File: src/rtl/counter_updown_param_pkg.sv
// counter_pkg: shared constants and helpers for counter_updown_param.
//   DIR_UP / DIR_DOWN   : encodings of the dir input
//   MODE_WRAP / MODE_SAT: encodings of the sat input
//   clog2()             : prescaler counter width, never less than 1 bit
package counter_pkg;

  localparam logic DIR_UP    = 1'b1;
  localparam logic DIR_DOWN  = 1'b0;
  localparam logic MODE_WRAP = 1'b0;
  localparam logic MODE_SAT  = 1'b1;

  // ceil(log2(v)), clamped to 1 so a divide-by-1 prescaler still has a
  // legal (constant-zero) register.
  function automatic int unsigned clog2(input int unsigned v);
    int unsigned r;
    r = 0;
    for (int i = 0; i < 32; i++)
      if ((64'd1 << i) < 64'(v)) r = i + 1;
    return (r == 0) ? 1 : r;
  endfunction

endpackage

File: src/rtl/counter_updown_param_if.sv
// counter_updown_param_if: control/status bundle of the up/down counter.
//   en, dir, load, load_val, sat, clr_ovf : controls (master -> slave)
//   count, tc, ovf, at_max, at_min        : status   (slave -> master)
interface counter_updown_param_if #(
  parameter int WIDTH = 8
);
  logic             en;
  logic             dir;
  logic             load;
  logic [WIDTH-1:0] load_val;
  logic             sat;
  logic             clr_ovf;
  logic [WIDTH-1:0] count;
  logic             tc;
  logic             ovf;
  logic             at_max;
  logic             at_min;

  modport master (
    output en, dir, load, load_val, sat, clr_ovf,
    input  count, tc, ovf, at_max, at_min
  );

  modport slave (
    input  en, dir, load, load_val, sat, clr_ovf,
    output count, tc, ovf, at_max, at_min
  );
endinterface

File: src/rtl/counter_updown_param_step_prescaler.sv
// step_prescaler: divides en-high cycles by PRESCALE into single-cycle steps.
//   clk   : rising-edge clock
//   reset : asynchronous active-low reset
//   en    : advance enable; low freezes the count
//   clr   : synchronous restart of the interval (wins over en)
//   step  : high on the edge that completes an interval
module step_prescaler
  import counter_pkg::*;
#(
  parameter int unsigned PRESCALE = 1
) (
  input  logic clk,
  input  logic reset,
  input  logic en,
  input  logic clr,
  output logic step
);

  localparam int unsigned    PW   = clog2(PRESCALE);
  localparam logic [PW-1:0]  LAST = PW'(PRESCALE - 1);

  logic [PW-1:0] psc_q;

  // clr masks the step so a load always takes priority over counting.
  assign step = en && !clr && (psc_q == LAST);

  always_ff @(posedge clk or negedge reset) begin
    if (!reset)       psc_q <= '0;
    else if (clr)     psc_q <= '0;
    else if (en)      psc_q <= (psc_q == LAST) ? '0 : psc_q + PW'(1);
  end

endmodule

File: src/rtl/counter_updown_param.sv
// counter_updown_param: parametrised up/down event/timebase counter.
//   clk   : rising-edge clock
//   reset : asynchronous active-low reset
//   bus   : slave side of counter_updown_param_if
//     en/dir/sat      count enable, direction, saturate-vs-wrap
//     load/load_val   synchronous parallel load (clamped to MAX)
//     clr_ovf         synchronous clear of the sticky ovf flag
//     count/tc/ovf    registered count, terminal-count pulse, sticky flag
//     at_max/at_min   combinational bound decodes of count
module counter_updown_param
  import counter_pkg::*;
#(
  parameter int              WIDTH     = 8,
  parameter longint unsigned MAX       = (64'd1 << WIDTH) - 64'd1,
  parameter int unsigned     PRESCALE  = 1,
  parameter longint unsigned RESET_VAL = 0
) (
  input  logic                   clk,
  input  logic                   reset,
  counter_updown_param_if.slave  bus
);

  // Elaboration-time range checks.
  if (WIDTH < 2 || WIDTH > 32) begin : g_bad_width
    $error("counter_updown_param: WIDTH must be 2..32");
  end
  if (MAX > ((64'd1 << WIDTH) - 64'd1) || MAX == 0) begin : g_bad_max
    $error("counter_updown_param: MAX must be 1..2**WIDTH-1");
  end
  if (RESET_VAL > MAX) begin : g_bad_rst
    $error("counter_updown_param: RESET_VAL must not exceed MAX");
  end
  if (PRESCALE < 1 || PRESCALE > 65535) begin : g_bad_psc
    $error("counter_updown_param: PRESCALE must be 1..65535");
  end

  localparam logic [WIDTH-1:0] MAX_V = WIDTH'(MAX);
  localparam logic [WIDTH-1:0] RST_V = WIDTH'(RESET_VAL);

  logic [WIDTH-1:0] cnt_q, cnt_d;
  logic             tc_q, ovf_q;
  logic             step, bnd;

  step_prescaler #(.PRESCALE(PRESCALE)) u_psc (
    .clk   (clk),
    .reset (reset),
    .en    (bus.en),
    .clr   (bus.load),
    .step  (step)
  );

  // Next-count mux: load > step > hold. bnd flags a step taken at a bound,
  // in either wrap or saturate mode.
  always_comb begin
    cnt_d = cnt_q;
    bnd   = 1'b0;
    if (bus.load) begin
      cnt_d = (bus.load_val > MAX_V) ? MAX_V : bus.load_val;
    end else if (step) begin
      if (bus.dir == DIR_UP) begin
        if (cnt_q == MAX_V) begin
          bnd   = 1'b1;
          cnt_d = (bus.sat == MODE_SAT) ? MAX_V : '0;
        end else begin
          cnt_d = cnt_q + WIDTH'(1);
        end
      end else begin
        if (cnt_q == '0) begin
          bnd   = 1'b1;
          cnt_d = (bus.sat == MODE_SAT) ? '0 : MAX_V;
        end else begin
          cnt_d = cnt_q - WIDTH'(1);
        end
      end
    end
  end

  always_ff @(posedge clk or negedge reset) begin
    if (!reset) begin
      cnt_q <= RST_V;
      tc_q  <= 1'b0;
      ovf_q <= 1'b0;
    end else begin
      cnt_q <= cnt_d;
      tc_q  <= bnd;
      // A boundary event on the same edge as clr_ovf keeps the flag set.
      if (bnd)              ovf_q <= 1'b1;
      else if (bus.clr_ovf) ovf_q <= 1'b0;
    end
  end

  assign bus.count  = cnt_q;
  assign bus.tc     = tc_q;
  assign bus.ovf    = ovf_q;
  assign bus.at_max = (cnt_q == MAX_V);
  assign bus.at_min = (cnt_q == '0);

endmodule
File: src/flat_wrapper.sv
// flat-port wrapper written by rule: the top's interface ports become plain ports
module counter_updown_param_flat import counter_pkg::*;
#(
  parameter int              WIDTH     = 8,
  parameter longint unsigned MAX       = (64'd1 << WIDTH) - 64'd1,
  parameter int unsigned     PRESCALE  = 1,
  parameter longint unsigned RESET_VAL = 0
)
  (clk, reset, bus_en, bus_dir, bus_load, bus_load_val, bus_sat, bus_clr_ovf, bus_count, bus_tc, bus_ovf, bus_at_max, bus_at_min);
  counter_updown_param_if #(.WIDTH(WIDTH)) bus_i ();
  input  logic clk;
  input  logic reset;
  input wire logic [$bits(bus_i.en)-1:0] bus_en;
  input wire logic [$bits(bus_i.dir)-1:0] bus_dir;
  input wire logic [$bits(bus_i.load)-1:0] bus_load;
  input wire logic [$bits(bus_i.load_val)-1:0] bus_load_val;
  input wire logic [$bits(bus_i.sat)-1:0] bus_sat;
  input wire logic [$bits(bus_i.clr_ovf)-1:0] bus_clr_ovf;
  output wire logic [$bits(bus_i.count)-1:0] bus_count;
  output wire logic [$bits(bus_i.tc)-1:0] bus_tc;
  output wire logic [$bits(bus_i.ovf)-1:0] bus_ovf;
  output wire logic [$bits(bus_i.at_max)-1:0] bus_at_max;
  output wire logic [$bits(bus_i.at_min)-1:0] bus_at_min;
  assign bus_i.en = bus_en;
  assign bus_i.dir = bus_dir;
  assign bus_i.load = bus_load;
  assign bus_i.load_val = bus_load_val;
  assign bus_i.sat = bus_sat;
  assign bus_i.clr_ovf = bus_clr_ovf;
  assign bus_count = bus_i.count;
  assign bus_tc = bus_i.tc;
  assign bus_ovf = bus_i.ovf;
  assign bus_at_max = bus_i.at_max;
  assign bus_at_min = bus_i.at_min;
  counter_updown_param #(.WIDTH(WIDTH), .MAX(MAX), .PRESCALE(PRESCALE), .RESET_VAL(RESET_VAL)) u_core (.clk(clk), .reset(reset), .bus(bus_i));
endmodule
File: config.mk
export PLATFORM = sky130hd
export DESIGN_NAME = counter_updown_param_flat
export DESIGN_NICKNAME = d
export VERILOG_FILES = /design/src/rtl/counter_updown_param_pkg.sv /design/src/rtl/counter_updown_param_if.sv /design/src/rtl/counter_updown_param_step_prescaler.sv /design/src/rtl/counter_updown_param.sv /design/src/flat_wrapper.sv
export SDC_FILE = /design/constraint.sdc
export NUM_CORES = 1
export LEC_CHECK = 0
export ABC_AREA = 1
export CAP_MARGIN = 10
export CORE_UTILIZATION = 40
export DETAILED_ROUTE_END_ITERATION = 10
export GPL_TIMING_DRIVEN = 0
export PLACE_DENSITY = 0.74
export SLEW_MARGIN = 20
export SYNTH_ARGS = -nofsm -noshare
export SYNTH_HDL_FRONTEND = slang
export SYNTH_SLANG_ARGS = --single-unit
export TNS_END_PERCENT = 50
File: constraint.sdc
create_clock -name clk -period 4 [get_ports clk]
set_input_delay 1.2 -clock clk [delete_from_list [all_inputs] [get_ports clk]]
set_output_delay 1.2 -clock clk [all_outputs]
set_load 0.005 [all_outputs]
## Word-level counts from Yosys, hierarchy flattened

Index checks and enable logic that the tools add are counted.

- Register bits after elaboration: 11
- Output and inout bits: 12

- Reductions and logical operators: 7
- $lt $le $gt $ge: 1
- Add/sub/neg operators: 3
- Eq/ne operators: 1
- Muxes and demuxes: 18
- Bitwise gates (word level): 1

Operator list:

| cell | count |
|---|---|
| 2-to-1 mux 8 bit | 8 |
| 2-to-1 mux 1 bit | 10 |
| adder 8 x 1 -> 8 bit (second input constant) | 1 |
| equality test 8 bit (second input constant) | 1 |
| > comparator 8 bit (second input constant) | 1 |
| logical NOT 8 bit | 1 |
| subtractor 8 x 1 -> 8 bit (second input constant) | 1 |
| nonzero test 2 bit | 3 |
| logical AND 1 bit | 2 |
| adder 1 bit (second input constant) | 1 |
| logical NOT 1 bit | 1 |
| inverter 1 bit | 1 |

## Depth between registers and ports, before layout

- Depth in word-level cells: 6
- Gate-level depth with buffers: 10
- Gate-level depth less buffers: 10

## Hierarchy

Synthesis repeated with hierarchy kept, for this count alone.

- Cell total of the unflattened synthesis: 164
- Area total of the unflattened synthesis: 1014.7 µm²

Modules (own cells, without submodules):

| module | seq. area each (µm²) | area each (µm²) | cells an instance | instances |
|---|---|---|---|---|
| counter_updown_param | 250.2 | 1004.7 | 162 | 1 |
| step_prescaler | 0.0 | 10.0 | 2 | 1 |

## Least setup slack after synthesis

Ideal clock, no wire load.

- Kind: register to output
- From: register u_core.cnt_q[0] (netlist: u_core.bus.count[0])
- To: output bus_at_min
- Data required time: 2.800 ns
- Arrival: 0.961 ns
- Buffers on the path: 0
- Stages on the path, launching flop included: 5
- Slack: 1.839 ns
- Cells stage by stage: dfrtp_1 > inv_1 > ha_1 > nand3_2 > nor2_4

- Word-level cells in the longest chain between the ends: 1

Ends and longest elaborated chain:

| element | RTL line | source |
|---|---|---|
| from (decl) | counter_updown_param.sv:40 | `logic [WIDTH-1:0] cnt_q, cnt_d;` |
| from (signal assigned) | counter_updown_param.sv:84 | `cnt_q <= cnt_d;` |
| logical NOT 8 bit | counter_updown_param.sv:96 | `assign bus.at_min = (cnt_q == '0);` |
| to (decl) | flat_wrapper.sv:23 | `output wire logic [$bits(bus_i.at_min)-1:0] bus_at_min;` |

Every way passes these cells.

## Worst setup path after layout

Same ends and word-level chain as after synthesis.

==> flow_summary.rst <==
.. list-table::
   :header-rows: 1

   * - Metric
     - Value
   * - Status
     - finished clean
   * - Area share of and/or/nand/nor cells after synthesis
     - 0.4311
   * - Worst setup skew after layout
     - 0.005620 ns
   * - Clock Tree Root
     - clkbuf_4
   * - Category of the most critical setup path
     - register to primary output
   * - Slew of the pin with the lowest slew margin
     - 0.5242 ns
   * - Maximum number of pins on one net before global-route repair
     - 11
   * - DRC errors left
     - 0
   * - Diodes inserted
     - 0
   * - Synthesized net count
     - 160
   * - Area contributors post-synth
     - dfrtp_1, nand2_1, nand3_1, a22oi_1, inv_1
   * - Adder-cell area share of the yosys netlist
     - 0.04093
   * - Die Y
     - 49.89 um
   * - Flops & latches, synth
     - 10
   * - Proportion of synthesized area in mux cells
     - 0
   * - Sequential-to-total area share from yosys stat
     - 0.2729
   * - Share of the synthesized area in compound gates (AO/OA/AOI/OAI)
     - 0.1119
   * - Largest family of logic cells by synthesized area
     - simple AND/OR/NAND/NOR gates
   * - Netlist cell types
     - 22
   * - Placed insts
     - 194
   * - Leakage power of the design
     - 0.6039 nW
   * - Internal power consumption
     - 234.0 uW
   * - Final worst slack
     - 0.9390 ns
   * - Sequential fraction of design power
     - 0.345
   * - Top cell type by total area after synthesis
     - dfrtp_1
   * - Standard cell core area
     - 0.002062 mm^2
   * - Gate count after technology mapping
     - 142
   * - Endpoint arrival time on the critical path
     - 1.86 ns
   * - Predominant post-synthesis flop cell
     - dfrtp_1
   * - Residual overflow from global routing
     - 0
   * - Required time of the critical path
     - 2.80 ns
   * - Ys async rst share
     - 1.000
   * - Nature of the critical path startpoint
     - register
   * - Clock tree from TritonCTS
     - built
   * - Overall track demand over capacity in global routing
     - 0.2098
   * - Clock buffers created by TritonCTS
     - 3
   * - Post-place setup slack
     - 1.241 ns
   * - Switching portion of total power
     - 0.3525
   * - CP Max Fanout
     - 6
   * - Initial core utilization
     - 0.4448
   * - Number of clock sinks
     - 10
   * - Critical-path cell with the highest stage delay
     - clkdlybuf4s50_1
   * - Total of hold buffers inserted after clock tree synthesis
     - 0
   * - Worst IR Drop VDD
     - 0.2411 mV
   * - Rows
     - 16
   * - Maximum buffer depth of the clock tree
     - 2
   * - Via count
     - 1012
   * - Final worst path period share
     - 0.7652
   * - Leading cell types by count after synthesis
     - nand2_1, inv_1, nand3_1
   * - Switching pwr
     - 127.4 uW
   * - Layout Utilization
     - 0.6001
   * - Slew Limit Fails
     - 0
   * - Gates resized, CTS repair
     - 0
   * - Number of H-tree branching levels
     - 1
   * - Final Hold Violating Endpoints
     - 0
   * - Clock share of power
     - 0.259
   * - Violation count after the first detailed-routing iteration
     - 29
   * - Post-route cell area
     - 0.001237 mm^2
   * - RSZ-0062 raised after global routing
     - no
   * - Buffer count from post-CTS setup fixing
     - 0
   * - Later-pin clock latency in the skew report
     - 0.27 ns
   * - Final weighted congestion in routability-driven placement
     - 0.8495
   * - Final nets
     - 190
   * - Top-level I/O count
     - 27
   * - Logic pwr share
     - 0.396
   * - Peak clock frequency supported by timing
     - 326.7 MHz
   * - Wire length of the first global-routing pass
     - 4008 um
   * - Kind of path behind the tightest hold check
     - register to register
   * - Post-route minimum period
     - 3.061 ns
   * - Post-route antenna net violation count
     - 0
   * - Number of endpoints failing setup at the final stage
     - 0
   * - Number of antenna violations at the first check in global routing
     - 0
   * - PwrDens
     - 292.1 mW/mm^2
   * - Fraction of layout instances using a drive strength above 1
     - 0.1228
   * - Final hold slack
     - 0.5442 ns
   * - Total length of routed wires
     - 2399 um
   * - Full die area
     - 0.002489 mm^2
   * - Worst-path clk slew
     - 0.07 ns
   * - Width of the chip
     - 49.89 um
   * - Area grow syn2layout
     - 34.93%
   * - Fraction of synthesized cell area in xor and xnor cells
     - 0.03820
   * - Ys Warns
     - 0
   * - Post-synthesis area per instance
     - 6.459 um^2
   * - Hpwl dp
     - 1839 um
   * - Post-synth EDFFs
     - 0
   * - Final Non-Filler Cells
     - 198
   * - Number of max-capacitance violations reported
     - 0
   * - Number of detailed-route iterations in the first pass
     - 4
   * - Slew Limit Headroom
     - 0.6492
   * - Sequence of cells on the critical path
     - inv_1 > ha_1 > nand3_2 > nor2_4 > clkdlybuf4s50_1
   * - Netlist area before placement
     - 917.1 um^2
   * - Cell with the most instances after synthesis
     - nand2_1
   * - CP peak stage delay
     - 0.52 ns
   * - Wirelength per Cell
     - 12.12 um
   * - PnR Total Power
     - 361.4 uW
   * - Setup TNS
     - 0 ns
   * - Area fraction of the dominant cell type after synthesis
     - 0.2729
   * - Post-DP Area
     - 0.001201 mm^2
   * - Vias per Instance
     - 5.111
   * - Count of buffers inserted at the top-level ports
     - 25
   * - Vias in the first global route
     - 954
   * - Category of the worst setup path capture point
     - primary output
[area by class of cell]
type	count	area, um^2
fillers	201	824.5
multi-input cells	111	570.5
clock buffers	4	36.28
plain buffers	4	32.53
flip-flops and latches	10	250.2
well taps	27	33.78
inverters	17	63.81
repair buffers	25	250.2
[final timing paths]
kind,from,endpoint,slack (ns),cells past startpoint
setup / recovery,u_core.bus.count[0],bus_at_min,0.94,5
setup reg to reg,u_core.bus.count[0],u_core.bus.count[2],2.38,9
hold reg to reg,u_core.bus.ovf,u_core.bus.ovf,0.54,2
hold / removal,u_core.bus.ovf,u_core.bus.ovf,0.54,2
min in group asynchronous,reset,u_core.bus.ovf,1.24,1
max in group asynchronous,reset,u_core.bus.count[5],2.43,1
[cells by family after synthesis]
family,Yosys count
and+or+nand+nor,88
adders and majority gates,3
AOI/OAI and AO/OA,16
buffers and inverters,21
DFF,10
xor gates and xnor gates,4
[state kept, by name, indices dropped and copies added, names as in the netlist]
register,flops
u_core.bus.count,8
u_core.bus.tc,1
u_core.bus.ovf,1
[cells in the final DEF, fill, tap and decap left out, drive strengths merged]
master and instances:
a21oi 1, a22oi 8, buf 4, clkbuf 4, clkdlybuf4s50 25, dfrtp 10, ha 3, inv 17
nand2 51, nand3 15, nand3b 1, nand4 2, nor2 19, o211ai 1, o21ai 6, xnor2 1
xor2 3
[per-layer routing]
metal	part of all wire	vias up	routed length [um]	track usage
met5	0	-	0	0
li1	-	514	-	-
met4	0.016	0	38	0.08095
met2	0.47	27	1121	0.3559
met3	0.031	5	75	0.02778
met1	0.48	466	1163	0.2659
[critical path: cells and delay by family, from the launching register on]
| kind | cells | cell delay, ns |
|---|---|---|
| buffers and inverters | 2 | 0.70 |
| flip-flops | 1 | 0.42 |
| AND/OR/NAND/NOR | 2 | 0.27 |
| adder cells (fa/ha/maj) | 1 | 0.20 |
[power groups by stage]
stage               registers, mW  clock network, mW  logic, mW
floorplan                   0.125                  0     0.0859
detailed placement          0.126                  0      0.141
global placement            0.126                  0      0.138
finish                      0.125             0.0937      0.143
CTS                         0.125             0.0943      0.142
global route                0.127              0.101      0.159
Power figures use the tool's default switching activity.
